**config.mk**
```make
export PLATFORM = sky130hd
export DESIGN_NAME = bcd_to_bin_seq
export DESIGN_NICKNAME = d
export VERILOG_FILES = /design/src/rtl/bcd_to_bin_seq.sv
export SDC_FILE = /design/constraint.sdc
export NUM_CORES = 1
export LEC_CHECK = 0
export CAP_MARGIN = 20
export CORE_AREA = 2 2 71 73
export CTS_BUF_LIST = sky130_fd_sc_hd__clkbuf_16
export DETAILED_ROUTE_END_ITERATION = 10
export DIE_AREA = 0 0 73 75
export GPL_ROUTABILITY_DRIVEN = 0
export GPL_TIMING_DRIVEN = 1
export SYNTH_ARGS = -nofsm -noshare
export SYNTH_HDL_FRONTEND = slang
export SYNTH_SLANG_ARGS = --single-unit
export TNS_END_PERCENT = 1
```
**constraint.sdc**
```tcl
create_clock -name CLK -period 4 [get_ports CLK]
set_clock_uncertainty 0.2 [all_clocks]
set_input_delay 0.8 -clock CLK [delete_from_list [all_inputs] [get_ports CLK]]
set_output_delay 0.8 -clock CLK [all_outputs]
set_load 0.03 [all_outputs]
```
**src/rtl/bcd_to_bin_seq.sv**
```systemverilog
// Iterative BCD-to-binary converter (reverse double-dabble, one bit per cycle).
// Latency BIN_W cycles from accept to out_valid; optional BCD_CHECK_EN flags bad digits in 1 cycle.
// Backpressure: no overlap; in_ready low from accept until the DONE handshake, result held while out_ready=0.
module bcd_to_bin_seq #(
    parameter int DIGITS = 3,
    parameter int BIN_W  = 10,
    parameter int CNT_W  = 4
) (
    input  logic                  CLK,
    input  logic                  RST,
    input  logic [4*DIGITS-1:0]   din,
    input  logic                  in_valid,
    output logic                  in_ready,
    output logic [BIN_W-1:0]      dout,
    output logic                  out_valid,
    input  logic                  out_ready,
    output logic                  err
);

    typedef enum logic [1:0] {IDLE, SHIFT, DONE} state_t;

    state_t                 state_q, state_d;
    logic [4*DIGITS-1:0]    bcd_q, bcd_d;
    logic [BIN_W-1:0]       bin_q, bin_d;
    logic [CNT_W-1:0]       cnt_q, cnt_d;
    logic [BIN_W-1:0]       dout_q, dout_d;
    logic                   out_valid_q, out_valid_d;
    logic                   in_ready_q, in_ready_d;
    logic                   err_q, err_d;

    logic [4*DIGITS-1:0]    sh_bcd, step_bcd;
    logic [BIN_W-1:0]       step_bin;
`ifdef BCD_CHECK_EN
    logic                   bad_digit;
`endif

    // One reverse double-dabble step: shift right, then pull every nibble >= 8 back by 3.
    always_comb begin
        {sh_bcd, step_bin} = {bcd_q, bin_q} >> 1;
        step_bcd = sh_bcd;
        for (int k = 0; k < DIGITS; k++) begin
            if (sh_bcd[4*k+3]) begin
                step_bcd[4*k +: 4] = sh_bcd[4*k +: 4] - 4'd3;
            end
        end
    end

`ifdef BCD_CHECK_EN
    always_comb begin
        bad_digit = 1'b0;
        for (int k = 0; k < DIGITS; k++) begin
            if (din[4*k +: 4] > 4'd9) begin
                bad_digit = 1'b1;
            end
        end
    end
`endif

    always_comb begin
        state_d     = state_q;
        bcd_d       = bcd_q;
        bin_d       = bin_q;
        cnt_d       = cnt_q;
        dout_d      = dout_q;
        out_valid_d = out_valid_q;
        in_ready_d  = in_ready_q;
        err_d       = err_q;
        case (state_q)
            IDLE: begin
                if (in_valid) begin
                    bcd_d      = din;
                    bin_d      = '0;
                    cnt_d      = '0;
                    in_ready_d = 1'b0;
`ifdef BCD_CHECK_EN
                    if (bad_digit) begin
                        state_d     = DONE;
                        dout_d      = '0;
                        err_d       = 1'b1;
                        out_valid_d = 1'b1;
                    end else begin
                        state_d = SHIFT;
                    end
`else
                    state_d = SHIFT;
`endif
                end
            end
            SHIFT: begin
                bcd_d = step_bcd;
                bin_d = step_bin;
                cnt_d = cnt_q + 1'b1;
                if (cnt_q == CNT_W'(BIN_W - 1)) begin
                    state_d     = DONE;
                    dout_d      = step_bin;
                    err_d       = 1'b0;
                    out_valid_d = 1'b1;
                end
            end
            DONE: begin
                if (out_ready) begin
                    state_d     = IDLE;
                    out_valid_d = 1'b0;
                    in_ready_d  = 1'b1;
                    err_d       = 1'b0;
                end
            end
            default: state_d = IDLE;
        endcase
    end

    always_ff @(posedge CLK or negedge RST) begin
        if (!RST) begin
            state_q     <= IDLE;
            bcd_q       <= '0;
            bin_q       <= '0;
            cnt_q       <= '0;
            dout_q      <= '0;
            out_valid_q <= 1'b0;
            in_ready_q  <= 1'b1;
            err_q       <= 1'b0;
        end else begin
            state_q     <= state_d;
            bcd_q       <= bcd_d;
            bin_q       <= bin_d;
            cnt_q       <= cnt_d;
            dout_q      <= dout_d;
            out_valid_q <= out_valid_d;
            in_ready_q  <= in_ready_d;
            err_q       <= err_d;
        end
    end

    assign in_ready  = in_ready_q;
    assign out_valid = out_valid_q;
    assign dout      = dout_q;
    assign err       = err_q;

endmodule

```
Word level (Yosys, flattened, before mapping)
Cells that the tools add are included.

cells by class
  add/sub/neg operators = 3
  equal/unequal tests = 6
  muxes and demuxes = 20
  reductions and logical operators = 9

operators with widths
  kind                 number
  $pmux 12 s2          1
  $pmux 10 s2          1
  $mux 12              1
  $mux 4               3
  $mux 10              1
  $reduce_and 3->1     3
  $pmux 4 s2           1
  $sub 4x2->4 const B  2
  $mux 2               3
  $ne 2x2->1 const B   3
  $pmux 1 s2           3
  $pmux 2 s3           1
  $reduce_bool 2->1    3
  $mux 1               5
  $add 4x1->4 const B  1
  $eq 4x4->1 const B   1
  $reduce_and 2->1     2
  $eq 2x1->1 const B   1
  $eq 2x2->1 const B   1
  $logic_not 2->1      1

word-level totals
  bits in registers = 41
  input bits = 16
  output and inout bits = 13
  logic and storage cells = 46

Longest topological paths before layout
  word-level depth = 3
  gate-level depth with buffers = 6
  depth with buffers taken out = 5

Least setup slack after synthesis
Ideal clock, no wire load.

  path type = input-to-reg
  start = input in_valid
  end = register bcd_q[10]
  setup time = 0.135 ns
  arrival = 1.433 ns
  required time = 3.665 ns
  slack = 2.231 ns
  stages = 4
  buffers on the path = 1
  cells stage by stage = clkbuf_1 inv_1 a22oi_1 o21ai_0

between the ends
  word-level cells in the longest chain between the ends = 2

ends and longest elaborated chain
  item                        RTL line  RTL
  from (decl)                 12        input logic in_valid,
  $ne 2x2->1 (no line)        -
  $reduce_and 2->1 (no line)  -
  to (signal assigned)        115       bcd_q <= '0;
  to (signal assigned)        124       bcd_q <= bcd_d;
  to (decl)                   23        logic [4*DIGITS-1:0] bcd_q, bcd_d;

No other way between the ends.
A chain may end at the register's enable or synchronous reset.

Final worst setup path
  start = register in_ready_q (netlist: in_ready)
  end = output in_ready

RTL lines
  item                    RTL line  RTL
  from (decl)             28        logic in_ready_q, in_ready_d;
  from (signal assigned)  129       in_ready_q <= in_ready_d;
  to (decl)               13        output logic in_ready,

No word-level cell between the ends.

==> impl_results.rst <==
.. list-table::
   :header-rows: 1

   * - Metric
     - Value
   * - Category of the worst setup path capture point
     - primary output
   * - Cell depth of the worst setup path
     - 1
   * - Highest fanout seen on the critical path
     - 3
   * - Clock tree from TritonCTS
     - done
   * - Synth warn
     - 0
   * - Largest net degree at the start of global routing
     - 19
   * - Worst hold path class
     - register to register
   * - Final setup violating endpoints
     - 0
   * - Chip Width
     - 73 µm
   * - Signal arrival time at the worst endpoint
     - 1.48 ns
   * - Area share of xor/xnor cells in the synthesized design
     - 1.91%
   * - Root buffer cell
     - sky130_fd_sc_hd__clkbuf_16
   * - Max Transition Viols Final
     - 0
   * - Nature of the critical path startpoint
     - register
   * - Startpoint of the most critical register-to-register path
     - state_q[1]
   * - HPWL after detailed placement
     - 2.76 mm
   * - Antenna-violating nets left
     - 0
   * - Global Route Usage Sum
     - 15.7%
   * - Area share of the largest cell type after synthesis
     - 51.9%
   * - Wire length of the first global-routing pass
     - 6.51 mm
   * - Crit path launch
     - in_ready
   * - Buffers on Ports
     - 27
   * - Capturing instance or port of the critical path
     - in_ready
   * - CTS H-tree depth
     - 2
   * - Ant. Diodes
     - 0
   * - Number of synthesized register bits
     - 39
   * - Post-synth top flop
     - sky130_fd_sc_hd__dfrtp_1
   * - Clock tree buffer depth
     - 2
   * - Max Cap Viol
     - 0
   * - Compound-cell area share of the yosys netlist
     - 18.6%
   * - Peak VDD IR
     - 0.000284 V
   * - Starting DRT DRC Count
     - 111
   * - Share of async-settable or async-resettable flops after synthesis
     - 100%
   * - Worst skew pair latency
     - 0.28 ns
   * - Capture instance of the worst register-to-register path
     - dout[0]
   * - Worst slack, placed
     - 1.52 ns
   * - Post-synthesis net count
     - 180
   * - IO Pins
     - 29
   * - Cell type group with the largest total delay on the critical path
     - buffers and inverters
   * - Cells along the critical path
     - clkdlybuf4s50_1
   * - CTS sink count
     - 39
   * - Worst path max stage delay
     - 0.67 ns
   * - Largest family of logic cells by synthesized area
     - compound AO/OA/AOI/OAI gates
   * - Post-CTS setup buffers
     - 0
   * - Final routed wirelength across all metal layers
     - 3.80 mm
   * - Layout Nets
     - 209
   * - Req. time, crit path
     - 3.00 ns
   * - Hold Buf Count CTS
     - 0
   * - Post-route worst setup slack
     - 1.52 ns
   * - Vias after detailed routing
     - 1323
   * - Synth unique cells
     - 35
   * - Adder-Cell Fraction of Synth Area
     - 2.73%
   * - Number of cells on the worst reg-to-reg path
     - 3
   * - Share of cells above drive strength 1
     - 14.2%
   * - Simple logic cell fraction of the synthesized area
     - 9.50%
   * - Slew @ Worst Pin
     - 0.740 ns
   * - Part of the Yosys area used for sequential elements
     - 53.4%
   * - Period utilization
     - 61.9%
   * - Clock transition at the registers of the reported paths
     - 0.05 ns
   * - Slew margin rel.
     - 50.5%
   * - Core box area
     - 4660 µm²
   * - Register-to-register setup slack
     - 1.59 ns
   * - Die footprint
     - 5480 µm²
   * - Average size of a mapped cell
     - 11.4 µm²
   * - Run status
     - completed
   * - Vias in the first global route
     - 1374
   * - Leakage power of the design
     - 1.02 nW
   * - Highest-count cells in the layout ignoring fill and taps
     - 38 x sky130_fd_sc_hd__dfrtp_1, 27 x sky130_fd_sc_hd__clkdlybuf4s50_1, 11 x sky130_fd_sc_hd__nand2_1
   * - Die Y
     - 75 µm
   * - Netlist area before placement
     - 1830 µm²
   * - Portion of netlist area occupied by mux cells
     - 8.89%
   * - Final routed wire length divided by cell count
     - 15.6 µm
   * - Number of hold violations in the final report
     - 0
   * - Max Fclk
     - 404 MHz
   * - Area grow syn2layout
     - 25.4%
   * - Time the worst path needs with I/O delays and setup
     - 2.48 ns
   * - Number of buffer and inverter stages on the critical path
     - 1
   * - Pwr/cell area
     - 766 nW/µm²
   * - Initial standard-cell utilization of the core
     - 39.3%
   * - Overflow left after global routing
     - 0
   * - Cell type with the highest aggregate area in the netlist
     - sky130_fd_sc_hd__dfrtp_1
   * - Count of flip-flops with a built-in enable after synthesis
     - 0
   * - Number of CTS-inserted buffers
     - 5
   * - Cts repair resizes
     - 0
   * - Number of instances in the synthesized netlist
     - 160
   * - Setup Crit Path Kind
     - register to primary output
   * - Slowest cell on the critical path
     - sky130_fd_sc_hd__clkdlybuf4s50_1
   * - Commonest non-fill, non-tap cell in the layout
     - sky130_fd_sc_hd__dfrtp_1
   * - RSZ-0062 raised after global routing
     - false
   * - Total negative setup slack
     - 0 ns
   * - DRC violation count after routing
     - 0
   * - Final core area utilization
     - 49.3%
   * - Number of antenna violations at the first check in global routing
     - 0
   * - Drt pass-1 iters
     - 5
   * - Area contributors post-synth
     - sky130_fd_sc_hd__dfrtp_1 52%, sky130_fd_sc_hd__mux2_4 6.6%, sky130_fd_sc_hd__a22o_1 4.3%, sky130_fd_sc_hd__a22oi_1 2.9%, sky130_fd_sc_hd__ha_1 2.7%
   * - Power after layout
     - 1.76 mW
   * - Placement row count
     - 25
   * - Per-cell via count in the routed design
     - 5.42
[cells by family after synthesis]
logic type,after synthesis
AO/OA/AOI/OAI,50
XOR/XNOR,4
adder cells (fa/ha/maj),4
buffers and inverters,17
flip-flops,39
multiplexers,12
other,1
AND/OR/NAND/NOR,33
[power by group]
part	total (mW)	internal, mW	switching, mW
Clock	0.369	0.227	0.142
Sequential	0.722	0.559	0.163
Combinational	0.668	0.342	0.326
Total	1.76	1.13	0.631
[worst min path at each step]
| stage | start | to | slack, ns | cells after the start |
|---|---|---|---|---|
| floorplan | bin_q[1] | bin_q[1] | 0.27 | 1 |
| global placement | out_valid | out_valid | 0.28 | 1 |
| detailed placement | out_valid | out_valid | 0.27 | 1 |
| CTS | out_valid | out_valid | 0.28 | 1 |
| global route | out_valid | out_valid | 0.32 | 1 |
| finish | out_valid | out_valid | 0.28 | 1 |
[cell type report]
cell class | count | area (µm²)
clock buffer | 5 | 125
clock inverter | 3 | 15.0
fill | 416 | 2360
inverter | 6 | 22.5
multi-input combinational | 104 | 766
sequential | 39 | 977
tap | 54 | 67.6
timing repair buffer | 33 | 323
[synth_stat cells (5+ instances only)]
cell type / count
sky130_fd_sc_hd__dfrtp_1: 38
sky130_fd_sc_hd__nand2_1: 11
sky130_fd_sc_hd__o21ai_0: 10
sky130_fd_sc_hd__a22o_1: 9
sky130_fd_sc_hd__mux2_4: 8
sky130_fd_sc_hd__nor2b_1: 8
sky130_fd_sc_hd__a22oi_1: 7
sky130_fd_sc_hd__a31oi_1: 6
sky130_fd_sc_hd__inv_1: 6
sky130_fd_sc_hd__a21oi_1: 5
sky130_fd_sc_hd__nor2_1: 5
[sequential cells by signal (all words and copies together), names as in the netlist]
name       cells
bin_q          9
out_valid      1
in_ready       1
bcd_q         12
state_q        2
cnt_q          4
dout          10
[routing by layer]
metal / vias to the layer above / track usage [%] / share of wire, %
li1: 630 / - / -
met1: 656 / 20.3 / 46
met2: 31 / 25.7 / 49
met3: 6 / 4.69 / 4.3
met4: 0 / 4.32 / 1.2
met5: - / 0 / 0
[stage by stage]
stage | std cells | hold slack (ns) | area [µm²]
after floorplan | 160 | 0.267 | 1830
after global placement | 235 | 0.276 | 2140
after detailed placement | 236 | 0.268 | 2160
after CTS | 244 | 0.281 | 2300
after global routing | 244 | 0.322 | 2300
final | 244 | 0.277 | 2300
Note: power is estimated with default switching activity, not from simulation.
